`config.mk`:
```
export PLATFORM = sky130hd
export DESIGN_NAME = dot_product_sequencer_flat
export DESIGN_NICKNAME = d
export VERILOG_FILES = /design/src/rtl/dot_product_sequencer_if.sv /design/src/rtl/dot_product_sequencer.sv /design/src/flat_wrapper.sv
export SDC_FILE = /design/constraint.sdc
export NUM_CORES = 1
export LEC_CHECK = 0
export ABC_AREA = 1
export BUFFER_PORTS_ARGS = -buffer_cell sky130_fd_sc_hd__buf_2
export CORE_ASPECT_RATIO = 1.1
export CORE_MARGIN = 10
export CORE_UTILIZATION = 25
export CTS_CLUSTER_SIZE = 8
export DETAILED_ROUTE_END_ITERATION = 10
export PLACE_DENSITY = 0.47
export SLEW_MARGIN = 5
export SYNTH_ARGS = -nofsm -noshare
export SYNTH_HDL_FRONTEND = slang
export SYNTH_SLANG_ARGS = --single-unit
```
`constraint.sdc`:
```
create_clock -name clk -period 1.7 [get_ports clk]
set_input_delay 0.255 -clock clk [delete_from_list [all_inputs] [get_ports clk]]
set_output_delay 0.255 -clock clk [all_outputs]
set_load 0.01 [all_outputs]
```
`src/rtl/dot_product_sequencer_if.sv`:
```
// Bundle of the sequencer's control, memory and ALU signals.
// The slave modport is the sequencer; the master modport is whatever surrounds it
// (top-level control, memory and ALU).
interface dot_product_sequencer_if #(
  parameter int unsigned ADDR_W = 8,
  parameter int unsigned DATA_W = 16
);
  logic              start;
  logic [7:0]        len;
  logic [ADDR_W-1:0] base_a;
  logic [ADDR_W-1:0] base_b;
  logic [ADDR_W-1:0] stride_b;
  logic [ADDR_W-1:0] mem_addr;
  logic              mem_rd_en;
  logic [DATA_W-1:0] mem_rd_data;
  logic [DATA_W-1:0] alu_in1;
  logic [DATA_W-1:0] alu_in2;
  logic [2:0]        alu_op;
  logic [DATA_W-1:0] alu_out;
  logic              alu_z;
  logic              busy;
  logic              done;
  logic [DATA_W-1:0] result;
  logic              result_zero;

  modport master (
    output start, len, base_a, base_b, stride_b, mem_rd_data, alu_out, alu_z,
    input  mem_addr, mem_rd_en, alu_in1, alu_in2, alu_op, busy, done, result, result_zero
  );

  modport slave (
    input  start, len, base_a, base_b, stride_b, mem_rd_data, alu_out, alu_z,
    output mem_addr, mem_rd_en, alu_in1, alu_in2, alu_op, busy, done, result, result_zero
  );
endinterface

```
`src/rtl/dot_product_sequencer.sv`:
```
// Sequences a shared 16-bit ALU to compute sum(A[i]*B[i]) over len elements.
// Each element takes five cycles: fetch A, fetch B, latch B, multiply, accumulate.
// Operands come from a synchronous-read memory; the accumulate also goes through the ALU.
module dot_product_sequencer #(
  parameter int unsigned ADDR_W = 8,
  parameter int unsigned DATA_W = 16
) (
  input logic                   clk,
  input logic                   rst_n,
  dot_product_sequencer_if.slave bus
);

  localparam logic [2:0] OpAdd  = 3'd0;
  localparam logic [2:0] OpMul  = 3'd2;
  localparam logic [2:0] OpPass = 3'd4;

  typedef enum logic [2:0] {
    StIdle,
    StFetchA,
    StFetchB,
    StLatchB,
    StMul,
    StAcc,
    StDone
  } state_e;

  state_e            state_q, state_d;
  logic [7:0]        len_q, cnt_q;
  logic [ADDR_W-1:0] stride_q, ptr_a_q, ptr_b_q;
  logic [DATA_W-1:0] op_a_q, op_b_q, prod_q, acc_q, result_q;
  logic              result_zero_q, busy_q, done_q;
  logic              last;

  // len is never 0 once past IDLE, so len-1 cannot underflow here
  assign last = (cnt_q == len_q - 8'd1);

  // Next-state decode
  always_comb begin
    state_d = state_q;
    unique case (state_q)
      StIdle: begin
        if (bus.start) state_d = (bus.len == 8'd0) ? StDone : StFetchA;
      end
      StFetchA: state_d = StFetchB;
      StFetchB: state_d = StLatchB;
      StLatchB: state_d = StMul;
      StMul:    state_d = StAcc;
      StAcc:    state_d = last ? StDone : StFetchA;
      StDone:   state_d = StIdle;
      default:  state_d = StIdle;
    endcase
  end

  // Memory and ALU drive, decoded from state; idle ALU setting is pass-in2 of zero
  always_comb begin
    bus.mem_addr  = '0;
    bus.mem_rd_en = 1'b0;
    bus.alu_in1   = '0;
    bus.alu_in2   = '0;
    bus.alu_op    = OpPass;
    unique case (state_q)
      StFetchA: begin
        bus.mem_addr  = ptr_a_q;
        bus.mem_rd_en = 1'b1;
      end
      StFetchB: begin
        bus.mem_addr  = ptr_b_q;
        bus.mem_rd_en = 1'b1;
      end
      StMul: begin
        bus.alu_op  = OpMul;
        bus.alu_in1 = op_a_q;
        bus.alu_in2 = op_b_q;
      end
      StAcc: begin
        bus.alu_op  = OpAdd;
        bus.alu_in1 = acc_q;
        bus.alu_in2 = prod_q;
      end
      default: ;
    endcase
  end

  // State, datapath registers and registered status outputs
  always_ff @(posedge clk or negedge rst_n) begin
    if (!rst_n) begin
      state_q       <= StIdle;
      len_q         <= '0;
      cnt_q         <= '0;
      stride_q      <= '0;
      ptr_a_q       <= '0;
      ptr_b_q       <= '0;
      op_a_q        <= '0;
      op_b_q        <= '0;
      prod_q        <= '0;
      acc_q         <= '0;
      result_q      <= '0;
      result_zero_q <= 1'b0;
      busy_q        <= 1'b0;
      done_q        <= 1'b0;
    end else begin
      state_q <= state_d;
      busy_q  <= (state_d != StIdle);
      done_q  <= (state_d == StDone);
      unique case (state_q)
        StIdle: begin
          if (bus.start) begin
            len_q    <= bus.len;
            stride_q <= bus.stride_b;
            ptr_a_q  <= bus.base_a;
            ptr_b_q  <= bus.base_b;
            acc_q    <= '0;
            cnt_q    <= '0;
            // Empty product: result is defined as zero
            if (bus.len == 8'd0) begin
              result_q      <= '0;
              result_zero_q <= 1'b1;
            end
          end
        end
        StFetchB: begin
          op_a_q  <= bus.mem_rd_data;
          ptr_a_q <= ptr_a_q + 1'b1;
          ptr_b_q <= ptr_b_q + stride_q;
        end
        StLatchB: op_b_q <= bus.mem_rd_data;
        StMul:    prod_q <= bus.alu_out;
        StAcc: begin
          acc_q <= bus.alu_out;
          cnt_q <= cnt_q + 8'd1;
          if (last) begin
            result_q      <= bus.alu_out;
            result_zero_q <= bus.alu_z;
          end
        end
        default: ;
      endcase
    end
  end

  assign bus.busy        = busy_q;
  assign bus.done        = done_q;
  assign bus.result      = result_q;
  assign bus.result_zero = result_zero_q;

endmodule

```
`src/flat_wrapper.sv`:
```
// flat-port wrapper written by rule: the top's interface ports become plain ports
module dot_product_sequencer_flat 
#(
  parameter int unsigned ADDR_W = 8,
  parameter int unsigned DATA_W = 16
)
  (clk, rst_n, bus_start, bus_len, bus_base_a, bus_base_b, bus_stride_b, bus_mem_rd_data, bus_alu_out, bus_alu_z, bus_mem_addr, bus_mem_rd_en, bus_alu_in1, bus_alu_in2, bus_alu_op, bus_busy, bus_done, bus_result, bus_result_zero);
  dot_product_sequencer_if #(.ADDR_W(ADDR_W), .DATA_W(DATA_W)) bus_i ();
  input logic clk;
  input logic rst_n;
  input wire logic [$bits(bus_i.start)-1:0] bus_start;
  input wire logic [$bits(bus_i.len)-1:0] bus_len;
  input wire logic [$bits(bus_i.base_a)-1:0] bus_base_a;
  input wire logic [$bits(bus_i.base_b)-1:0] bus_base_b;
  input wire logic [$bits(bus_i.stride_b)-1:0] bus_stride_b;
  input wire logic [$bits(bus_i.mem_rd_data)-1:0] bus_mem_rd_data;
  input wire logic [$bits(bus_i.alu_out)-1:0] bus_alu_out;
  input wire logic [$bits(bus_i.alu_z)-1:0] bus_alu_z;
  output wire logic [$bits(bus_i.mem_addr)-1:0] bus_mem_addr;
  output wire logic [$bits(bus_i.mem_rd_en)-1:0] bus_mem_rd_en;
  output wire logic [$bits(bus_i.alu_in1)-1:0] bus_alu_in1;
  output wire logic [$bits(bus_i.alu_in2)-1:0] bus_alu_in2;
  output wire logic [$bits(bus_i.alu_op)-1:0] bus_alu_op;
  output wire logic [$bits(bus_i.busy)-1:0] bus_busy;
  output wire logic [$bits(bus_i.done)-1:0] bus_done;
  output wire logic [$bits(bus_i.result)-1:0] bus_result;
  output wire logic [$bits(bus_i.result_zero)-1:0] bus_result_zero;
  assign bus_i.start = bus_start;
  assign bus_i.len = bus_len;
  assign bus_i.base_a = bus_base_a;
  assign bus_i.base_b = bus_base_b;
  assign bus_i.stride_b = bus_stride_b;
  assign bus_i.mem_rd_data = bus_mem_rd_data;
  assign bus_i.alu_out = bus_alu_out;
  assign bus_i.alu_z = bus_alu_z;
  assign bus_mem_addr = bus_i.mem_addr;
  assign bus_mem_rd_en = bus_i.mem_rd_en;
  assign bus_alu_in1 = bus_i.alu_in1;
  assign bus_alu_in2 = bus_i.alu_in2;
  assign bus_alu_op = bus_i.alu_op;
  assign bus_busy = bus_i.busy;
  assign bus_done = bus_i.done;
  assign bus_result = bus_i.result;
  assign bus_result_zero = bus_i.result_zero;
  dot_product_sequencer #(.ADDR_W(ADDR_W), .DATA_W(DATA_W)) u_core (.clk(clk), .rst_n(rst_n), .bus(bus_i));
endmodule
```
== Word level (Yosys, flattened, before mapping) ==
Cells that the tools add are included.

* Register bits: 126
* Latch bits: 0
* RAM bits: 0
* Bits in read-only memories: 0
* Bits of input ports: 68
* Output and inout bits: 63
* Logic and storage cells: 63
* Memories kept: 0

* Add/subtract/negate cells: 4
* Multiply operators: 0
* Div/mod/pow operators: 0
* Order comparisons: 0
* Equality and inequality tests: 10
* Shifts and indexed selects: 0
* Multiplexer cells: 25
* Bitwise operators: 0
* Reductions and logical operators: 10

{| class="wikitable"
|+ Operator list
! kind !! number
|-
| case mux 16 bit (2 select lines) || 4
|-
| 2-to-1 mux 16 bit || 4
|-
| case mux 8 bit (2 select lines) || 4
|-
| 2-to-1 mux 8 bit || 3
|-
| case mux 3 bit (6 select lines) || 1
|-
| adder 8 x 1 -> 8 bit (second input constant) || 2
|-
| equality test 3 bit (second input constant) || 3
|-
| 2-to-1 mux 3 bit || 3
|-
| adder 8 bit || 1
|-
| equality test 8 bit || 1
|-
| zero test 8 bit || 1
|-
| subtractor 8 x 1 -> 8 bit (second input constant) || 1
|-
| equality test 3 x 2 -> 1 bit (second input constant) || 2
|-
| case mux 3 bit (2 select lines) || 1
|-
| AND reduction 2 bit || 3
|-
| 2-to-1 mux 1 bit || 4
|-
| != test 2 x 1 -> 1 bit (second input constant) || 2
|-
| AND reduction 4 bit || 1
|-
| nonzero test 2 bit || 2
|-
| equality test 3 x 1 -> 1 bit (second input constant) || 1
|-
| zero test 3 bit || 1
|-
| nonzero test 3 bit || 1
|-
| != test 2 bit (second input constant) || 1
|-
| case mux 1 bit (2 select lines) || 1
|-
| OR reduction 2 bit || 1
|}

== Logic depth before layout (Yosys ltp) ==
Gate-level depths: netlist of the first run.

* Depth after elaboration: 5
* Depth in mapped cells: 15
* Mapped depth without buffers: 14

== Least setup slack after synthesis of the first run ==
Ideal clock, no wire load.

* Path kind: reg-to-reg
* Start point: register u_core.len_q[0]
* End point: register u_core.result_q[3], in the netlist u_core.bus.result[3]
* Library setup time: 117 ps
* Arrival time: 1627 ps
* Data required time: 1583 ps
* Setup slack: -44 ps
* Stages on the path, launching flop included: 15
* Path buffers: 1
* Period minus slack after synthesis: 1744 ps
* Path through: dfrtp_1 -> inv_2 -> ha_1 -> nand3_2 -> nor2_1 -> nand2_1 -> nand2_1 -> nand2_1 -> nor2_2 -> nand2_2 -> nand2_4 -> nand3_4 -> buf_6 -> nand2_1 -> nand2_1

* Longest elaborated chain between the ends: 4

{| class="wikitable"
|+ RTL lines
! item !! line !! text
|-
| start, declared || dot_product_sequencer.sv:28 || <nowiki>logic [7:0] len_q, cnt_q;</nowiki>
|-
| start signal, assigned || dot_product_sequencer.sv:108 || <nowiki>len_q <= bus.len;</nowiki>
|-
| subtractor 8 x 1 -> 8 bit || dot_product_sequencer.sv:35 || <nowiki>assign last = (cnt_q == len_q - 8'd1);</nowiki>
|-
| equality test 8 bit || dot_product_sequencer.sv:35 ||
|-
| != test 2 x 1 -> 1 bit (no line) || -- ||
|-
| AND reduction 4 bit (no line) || -- ||
|-
| end signal, assigned || dot_product_sequencer.sv:132 || <nowiki>result_q <= bus.alu_out;</nowiki>
|-
| end, declared || dot_product_sequencer.sv:30 || <nowiki>logic [DATA_W-1:0] op_a_q, op_b_q, prod_q, acc_q, result_q;</nowiki>
|}

Every way passes these cells.
A chain may end at the register's enable or synchronous reset.

== Worst setup path after layout of the first run ==
* Start point: register u_core.state_q[2]
* End point: output bus_alu_in2[14]

* Longest elaborated chain between the ends: 2
* Elaborated cells on any way between the ends: 3
* Classes of those cells: eq/ne: 2; mux: 1

{| class="wikitable"
|+ RTL lines
! item !! line !! text
|-
| start, declared || dot_product_sequencer.sv:27 || <nowiki>state_e state_q, state_d;</nowiki>
|-
| start signal, assigned || dot_product_sequencer.sv:87 || <nowiki>state_q <= StIdle;</nowiki>
|-
| start signal, assigned || dot_product_sequencer.sv:102 || <nowiki>state_q <= state_d;</nowiki>
|-
| equality test 3 bit || dot_product_sequencer.sv:61 || <nowiki>unique case (state_q)</nowiki>
|-
| case mux 16 bit (2 select lines) * || dot_product_sequencer.sv:61 ||
|-
| end, declared || flat_wrapper.sv:22 || <nowiki>output wire logic [$bits(bus_i.alu_in2)-1:0] bus_alu_in2;</nowiki>
|}

Mark *: on every way between the ends. The rest lies on a longest branch, timed or not.

==> impl_metrics.csv, run 1 <==
group,metric,value,unit
floorplan,io_pins,131,
clocking,insertion_delay,0.42,ns
pwr,power_frac_seq,0.295,
cells_and_area,area_delta_synth_final,51.69,%
floorplan,start_util,0.2550,
sta,rsz0062_at_grt,"true",
sta,hold_viol_final,0,
sta,fmax,488.9,MHz
cells_and_area,postLayoutCoreUtil,0.3868,
sta,slew_headroom,0.6266,
synthesis,synthesis.area,0.006279,mm2
routing,dr.first_iter.drc_count,320,
pwr,power_density,1849,mW/mm2
global_route,grt_pass1_wl,32550,um
sta,post-route-period-util,1.203,
sta,fin_hold_ws,0.02778,ns
routing,drtPass1Iterations,4,
pwr,power.internal,10.39,mW
synthesis,synth_edf_count,0,
clocking,cts.htree.levels,4,
job,maxCapViolations,0,
sta,worstMarginPinSlew,0.5601,ns
global_route,overflow,0,
floorplan,fp.dieH,186.2,um
clocking,clk_path_buf_depth,2,
pwr,p_sw,7.220,mW
global_route,grtUsageTotal,0.1329,
worst_setup_path,path_max_fanout,8,
routing,vias_per_cell,4.569,
floorplan,chipWidth,171.1,um
placement,dp_hpwl,14870,um
clocking,cts-root-buf,"clkbuf_16",
routing,via_count,5903,
synthesis,ys_types,40,
pwr,p_comb_frac,0.505,
cells_and_area,diodes,0,
worst_setup_path,arrival,1.79,ns
status,violations,"setup timing",
worst_setup_path,cp-end-kind,"output pin",
placement,place_congestion,0.8020,
clocking,cts_tree,"yes",
routing,wl_per_cell,17.06,um
clocking,clock_sinks,126,
synthesis,ys_warn_count,0,
cells_and_area,fin_nets,1048,
floorplan,row_count,60,
pwr,p_clk_frac,0.200,
sta,period_minus_slack,2.046,ns
synthesis,ys.flop_type,"dfrtp_1",
worst_setup_path,required,1.44,ns
placement,port-buffer-count,129,
pwr,ir_drop,0.8326,mV
sta,slew_viol_final,0,
synthesis,ys_ff_latch,126,
synthesis,syn_area_per_cell,8.229,um2
synthesis,syn-num-nets,842,
global_route,grt_pass1_vias,5855,
pwr,leakagePower,4.814,nW
worst_setup_path,critPathLaunchType,"flop",
global_route,antenna_found_initial,1,
synthesis,ys_seq_area_frac,0.5022,
hold_path,hp-class,"in -> reg",
cells_and_area,drive_gt1_frac,0.4043,
global_route,grt_max_degree,98,
clocking,path_clk_slew,0.06,ns
floorplan,dieArea,0.03186,mm2
placement,pre_cts_ws,-0.1581,ns
routing,drc_errors,0,
routing,totalWireLength,22050,um
pwr,p_sw_frac,0.4100,
worst_setup_path,worstSetupPathType,"reg -> out",
status,status,"finished with violations",
floorplan,core_area,0.02462,mm2
sta,timing.final.ws_setup,-0.3455,ns
sta,skew,0.009540,ns
synthesis,async_flop_share,1.000,
sta,finalSetupViolCount,97,
routing,postRouteAntennaNets,0,
clocking,numCtsBuffers,17,
synthesis,syn_inst,763,
-- power by group through the flow --
stage	Clock [mW]	Sequential, mW	Combinational [mW]
global route	3.74	5.35	9.84
detailed placement	0	5.09	6.35
finish	3.52	5.20	8.89
global placement	0	5.08	6.34
CTS	3.61	5.06	7.21
floorplan	0	4.90	4.11
-- layout by cell type, fill, tap and decap left out, types with 4 or more instances in the layout --
cell / Yosys / layout
o22ai_1: 25 / 21
inv_1: 94 / 91
a21oi_2: 0 / 5
clkinv_4: 0 / 4
buf_2: 12 / 111
a21oi_1: 18 / 12
nand4_1: 20 / 20
nor3_1: 7 / 6
nor2_1: 27 / 21
nor2_4: 2 / 4
o21ai_1: 25 / 16
inv_2: 11 / 8
inv_6: 0 / 5
nand3_4: 1 / 4
nand2_1: 208 / 154
a22o_1: 16 / 15
ha_1: 10 / 7
buf_4: 1 / 46
nand2_4: 1 / 19
xor2_1: 10 / 10
clkbuf_16: 0 / 21
buf_8: 0 / 4
buf_6: 1 / 41
buf_12: 2 / 10
nand3_1: 27 / 25
nand2_2: 3 / 37
nor2_2: 2 / 6
o21ai_4: 0 / 7
o21ai_0: 70 / 49
dfrtp_1: 126 / 123
o21ai_2: 0 / 23
-- critical path, stage by stage (launching register included) --
cell and delay (ns):
dfrtp_2 0.44, buf_4 0.16, nand2_4 0.09, clkinv_8 0.10
buf_12 0.16, a22o_1 0.26, buf_2 0.15
-- flip-flops by register name, indices dropped and copies added (netlist names), 3 cells and up --
name / cells
u_core.acc_q: 16
u_core.bus.result: 16
u_core.op_a_q: 16
u_core.op_b_q: 16
u_core.prod_q: 16
u_core.cnt_q: 8
u_core.len_q: 8
u_core.ptr_a_q: 8
u_core.ptr_b_q: 8
u_core.stride_q: 8
u_core.state_q: 3
-- final timing paths --
kind                       cells past startpoint                              from                           endpoint  slack, ns
max                                            6       u_core.state_q[2]$_DFF_PN0_                    bus_alu_in2[14]      -0.35
min                                            3                   bus_stride_b[6]     u_core.stride_q[6]$_DFFE_PN0P_       0.03
max reg2reg                                   13       u_core.len_q[1]$_DFFE_PN0P_  u_core.bus.result[13]$_DFFE_PN0P_      -0.13
min reg2reg                                    2  u_core.bus.result[6]$_DFFE_PN0P_   u_core.bus.result[6]$_DFFE_PN0P_       0.47
max in group asynchronous                      3                             rst_n        u_core.state_q[1]$_DFF_PN0_       0.80
min in group asynchronous                      3                             rst_n   u_core.bus.result[6]$_DFFE_PN0P_       0.41
-- through the flow --
stage               area, um2  cells  setup TNS (ns)  power [mW]
floorplan                6299    763               0       9.016
global placement         7553   1211          -2.195       11.41
detailed placement       7553   1211          -2.894       11.44
CTS                      8598   1266          -13.73       15.88
global route             9524   1292          -23.91       18.93
finish                   9524   1292          -14.39       17.61
-- synth_stat cells (3+ instances only) --
| cell | n | area share |
|---|---|---|
| xor2_1 | 10 | 0.014 |
| xnor2_1 | 3 | 0.0042 |
| buf_2 | 12 | 0.0096 |
| nand3_1 | 27 | 0.022 |
| a21oi_1 | 18 | 0.014 |
| nand2_2 | 3 | 0.0030 |
| clkbuf_1 | 20 | 0.012 |
| or2_2 | 3 | 0.0030 |
| inv_1 | 94 | 0.056 |
| o22ai_1 | 25 | 0.025 |
| a22o_1 | 16 | 0.022 |
| nor3_1 | 7 | 0.0056 |
| o21ai_0 | 70 | 0.056 |
| nor2_1 | 27 | 0.016 |
| nand2_1 | 208 | 0.12 |
| ha_1 | 10 | 0.020 |
| nand4_1 | 20 | 0.020 |
| inv_2 | 11 | 0.0066 |
| a211oi_1 | 3 | 0.0036 |
| dfrtp_1 | 126 | 0.50 |
| o21ai_1 | 25 | 0.020 |
-- area by class of cell --
class | count | area, um2
clock buffers | 20 | 456.7
clock inverters | 12 | 111.4
fillers | 2567 | 15100
inverters | 106 | 440.4
multi-input cells | 497 | 3166
flip-flops and latches | 126 | 3157
well taps | 310 | 387.9
repair buffers | 219 | 1788
repair inverters | 2 | 17.52
-- metal layers --
metal  track usage  part of all wire  vias up
li1              -                 -     2917
met1        0.1691              0.44     2831
met2        0.2146              0.48      145
met3       0.04175             0.070        8
met4       0.03237            0.0034        2
met5             0           0.00091        -
-- what timing repair did --
action	in CTS	in global routing
buffers inserted	19	24
resized for setup	81	175
setup endpoints to repair	64	113
hold endpoints to repair	126	0
hold buffers	1	0
gates cloned	5	6
pin swaps	19	41
-- kinds of logic after synthesis --
group	count (synthesis)	synth area share
simple gates	309	0.2156
flops	126	0.5022
xor+xnor	13	0.01813
other cells	1	0.0005973
fa+ha+maj	11	0.02312
compound gates	161	0.1461
buf+inv	142	0.09426
(Power assumes the default switching activity.)
==> run 2, diff against run 1 <==
--- a/config.mk
+++ b/config.mk
@@ -5,12 +5,12 @@
 export SDC_FILE = /design/constraint.sdc
 export NUM_CORES = 1
 export LEC_CHECK = 0
-export ABC_AREA = 1
+export ABC_AREA = 0
 export BUFFER_PORTS_ARGS = -buffer_cell sky130_fd_sc_hd__buf_2
 export CORE_ASPECT_RATIO = 1.1
 export CORE_MARGIN = 10
 export CORE_UTILIZATION = 25
-export CTS_CLUSTER_SIZE = 8
+export CTS_BUF_LIST = sky130_fd_sc_hd__clkbuf_4 sky130_fd_sc_hd__clkbuf_8
 export DETAILED_ROUTE_END_ITERATION = 10
 export PLACE_DENSITY = 0.47
 export SLEW_MARGIN = 5
==> run 2 against run 1 <==
The flow still finishes with violations (setup timing). Critical endpoint is now u_core.state_q[2]$_DFF_PN0_. Sequential share of layout area decreased by 0.80 points. Via count down 5.6%. Critical path type is now reg -> reg. Sequential cell count unchanged. Cell count down 5.9%.
==> impl_metrics.csv, run 2 <==
group,metric,value,unit
synthesis,synth_fa_ha_area_frac,0.02348,
cells_and_area,final.fill_count,2402,
worst_setup_path,critPathLaunchType,"flop",
worst_setup_path,crit_chain,"or4_4, and4bb_2, nor3b_2, a211o_2, buf_4, buf_6, a22o_2, nand2_1",
hold_path,hold_start,"bus_mem_rd_data[8]",
synthesis,synth-simple-area-share,0.1919,
synthesis,synth_xor_area_frac,0.01983,
status,status,"finished with violations",
synthesis,synth_top_area_frac,0.5100,
floorplan,start_util,0.2534,
routing,vias_per_cell,4.582,
synthesis,syn_area_per_cell,9.660,um2
placement,dp_hpwl,13610,um
worst_setup_path,reg2reg_from,"u_core.len_q[2]$_DFFE_PN0P_",
synthesis,ys_top_cells_by_count,"nand2_1, dfrtp_1, nand3_1",
pwr,power.total,17.12,mW
cells_and_area,layout_commonest_cell,"nand2_1",
sta,hold_viol_final,0,
sta,worstMarginPinSlew,0.5039,ns
synthesis,muxShareOfSynthArea,0.09067,
global_route,grt_max_degree,54,
hold_path,hp-class,"in -> reg",
synthesis,syn_inst,640,
clocking,cts-root-buf,"clkbuf_8",
worst_setup_path,cpMaxStageDelayCell,"or4_4",
synthesis,synth_edf_count,0,
job,maxCapViolations,0,
global_route,overflow,0,
routing,drtPass1Iterations,4,
clocking,clk_path_buf_depth,2,
floorplan,chipWidth,169.9,um
routing,postRouteAntennaNets,0,
synthesis,ys_types,58,
worst_setup_path,required,2.08,ns
worst_setup_path,critical_path_buf_inv_count,2,
hold_path,min_delay_path_depth,3,
sta,fmax,434.6,MHz
cells_and_area,drive_gt1_frac,0.4503,
cells_and_area,diodes,0,
sta,skew,0.02324,ns
floorplan,core_area,0.02440,mm2
sta,slew_viol_final,0,
worst_setup_path,slowest_delay,0.58,ns
sta,tns,-36.33,ns
sta,finalSetupViolCount,133,
synthesis,syn-num-nets,719,
worst_setup_path,path_max_fanout,4,
placement,place_congestion,0.7926,
synthesis,synth_most_common_cell,"nand2_1",
worst_setup_path,r2r_cells,8,
worst_setup_path,worst-path-stages,8,
synthesis,synthesis.area,0.006182,mm2
floorplan,fp.dieH,184.9,um
worst_setup_path,worstSetupPathType,"reg -> reg",
global_route,antenna_found_initial,1,
routing,via_count,5572,
sta,rsz0062_at_grt,"true",
pwr,leakagePower,4.772,nW
floorplan,io_pins,131,
synthesis,async_flop_share,1.000,
placement,port-buffer-count,129,
sta,timing.final.ws_setup,-0.6011,ns
routing,drc_errors,0,
synthesis,ys.flop_type,"dfrtp_1",
worst_setup_path,ff2ff_setup_slack,-0.60,ns
cells_and_area,postLayoutCoreUtil,0.3998,
floorplan,row_count,60,
routing,dr.first_iter.drc_count,238,
clocking,numCtsBuffers,17,
synthesis,ys_seq_area_frac,0.5100,
global_route,grt_pass1_wl,34080,um
cells_and_area,fin_nets,972,
clocking,path_clk_slew,0.08,ns
synthesis,synth_compound_area_frac,0.1200,
synthesis,ys_ff_latch,126,
global_route,grtUsageTotal,0.1394,
hold_path,holdPathEnd,"u_core.op_a_q[8]$_DFFE_PN0P_",
routing,totalWireLength,22530,um
global_route,grt_pass1_vias,5933,
worst_setup_path,critPathTopFamily,"simple AND/OR/NAND/NOR gates",
worst_setup_path,r2r_end,"u_core.state_q[2]$_DFF_PN0_",
clocking,insertion_delay,0.44,ns
synthesis,synth_top_family_by_area,"simple AND/OR/NAND/NOR gates",
pwr,ir_drop,0.5524,mV
clocking,cts_tree,"yes",
sta,slew_headroom,0.6617,
placement,pre_cts_ws,-0.6273,ns
sta,period_minus_slack,2.301,ns
floorplan,dieArea,0.03143,mm2
cells_and_area,mostFrequentLayoutCells,"nand2_1, dfrtp_1, buf_2",
status,violations,"setup timing",
clocking,clock_sinks,126,
synthesis,ys_warn_count,0,
worst_setup_path,cp-end-kind,"flop",
sta,post-route-period-util,1.354,
worst_setup_path,arrival,2.68,ns
routing,wl_per_cell,18.53,um
pwr,power_density,1754,mW/mm2
cells_and_area,area_delta_synth_final,57.80,%
synthesis,synth_top_area_cell,"dfrtp_1",
clocking,cts.htree.levels,4,
synthesis,synth_area_leaders,"dfrtp_1, nand2_1, mux2_2",
-- run 2: changes by cell type in the layout (fill, tap and decap cells not counted), sizes merged, moves of 18 or more --
cell,delta
inv,-80
o21ai,-75
nand2,-43
buf,+40
mux2,+32
o22ai,-23
mux2i,+20
nand4,-18
-- run 2: area by class of cell --
class                      count  area, um2  share of cell area
clock buffer                  20      275.3             0.02822
tap                          310      387.9             0.03976
multi-input combinational    449       3224              0.3305
sequential                   126       3156              0.3235
timing repair buffer         273       2456              0.2518
inverter                      26      97.59             0.01000
clock inverter                12      158.9             0.01629
-- run 2: how the worst max path moves through the flow --
| stage | startpoint | endpoint | slack, ns |
|---|---|---|---|
| after floorplan | u_core.len_q[0]$_DFFE_PN0P_ | u_core.bus.result[10]$_DFFE_PN0P_ | -0.52 |
| after global placement | u_core.len_q[0]$_DFFE_PN0P_ | u_core.bus.result[4]$_DFFE_PN0P_ | -0.58 |
| after detailed placement | u_core.len_q[1]$_DFFE_PN0P_ | u_core.bus.result[11]$_DFFE_PN0P_ | -0.63 |
| after CTS | u_core.len_q[1]$_DFFE_PN0P_ | u_core.bus.result[0]$_DFFE_PN0P_ | -0.63 |
| after global routing | u_core.len_q[2]$_DFFE_PN0P_ | u_core.bus.result[1]$_DFFE_PN0P_ | -0.72 |
| final | u_core.len_q[2]$_DFFE_PN0P_ | u_core.state_q[2]$_DFF_PN0_ | -0.60 |
-- run 2: through the flow --
stage	instance area (um2)	instances	hold WS [ns]
5_1_grt	9756	1216	0.009516
6_report	9756	1216	0.01853
3_3_place_gp	7670	1107	0.1777
4_1_cts	8879	1182	0.001306
2_1_floorplan	6207	640	-0.04059
3_5_place_dp	7670	1107	0.1768
-- run 2: worst reg2reg max path, cell delays in order (launching register included) --
cell and delay, ns:
dfrtp_1 0.38, or4_4 0.58, and4bb_2 0.32, nor3b_2 0.04
a211o_2 0.36, buf_4 0.16, buf_6 0.11, a22o_2 0.24
nand2_1 0.06
-- run 2: layer usage --
metal  part of all wire  global-route usage  up-vias
li1                   -                   -     2706
met1               0.46              0.1799     2743
met2               0.49              0.2284      107
met3              0.046             0.03727       14
met4             0.0063             0.02949        2
met5            0.00058                   0        -
-- run 2: what timing repair did --
item                                    in CTS  in global routing
hold buffers                                14                  0
pin swaps                                   34                 54
endpoints found under the setup margin      67                121
hold endpoints to repair                    33                  0
cloned                                      11                  5
gates resized for setup                     60                139
buffers inserted                            19                 34
-- run 2: cell families after synthesis --
kind of cell    Yosys count
compound gates          103
simple gates            268
fa+ha+maj                11
xor+xnor                 14
other cells               1
buf+inv                  65
mux                      52
flops                   126
-- run 2: power breakdown --
group	internal [mW]	switching [mW]	total [mW]
Combinational	4.83	4.17	9.00
Sequential	4.31	0.893	5.20
Clock	1.58	1.33	2.91
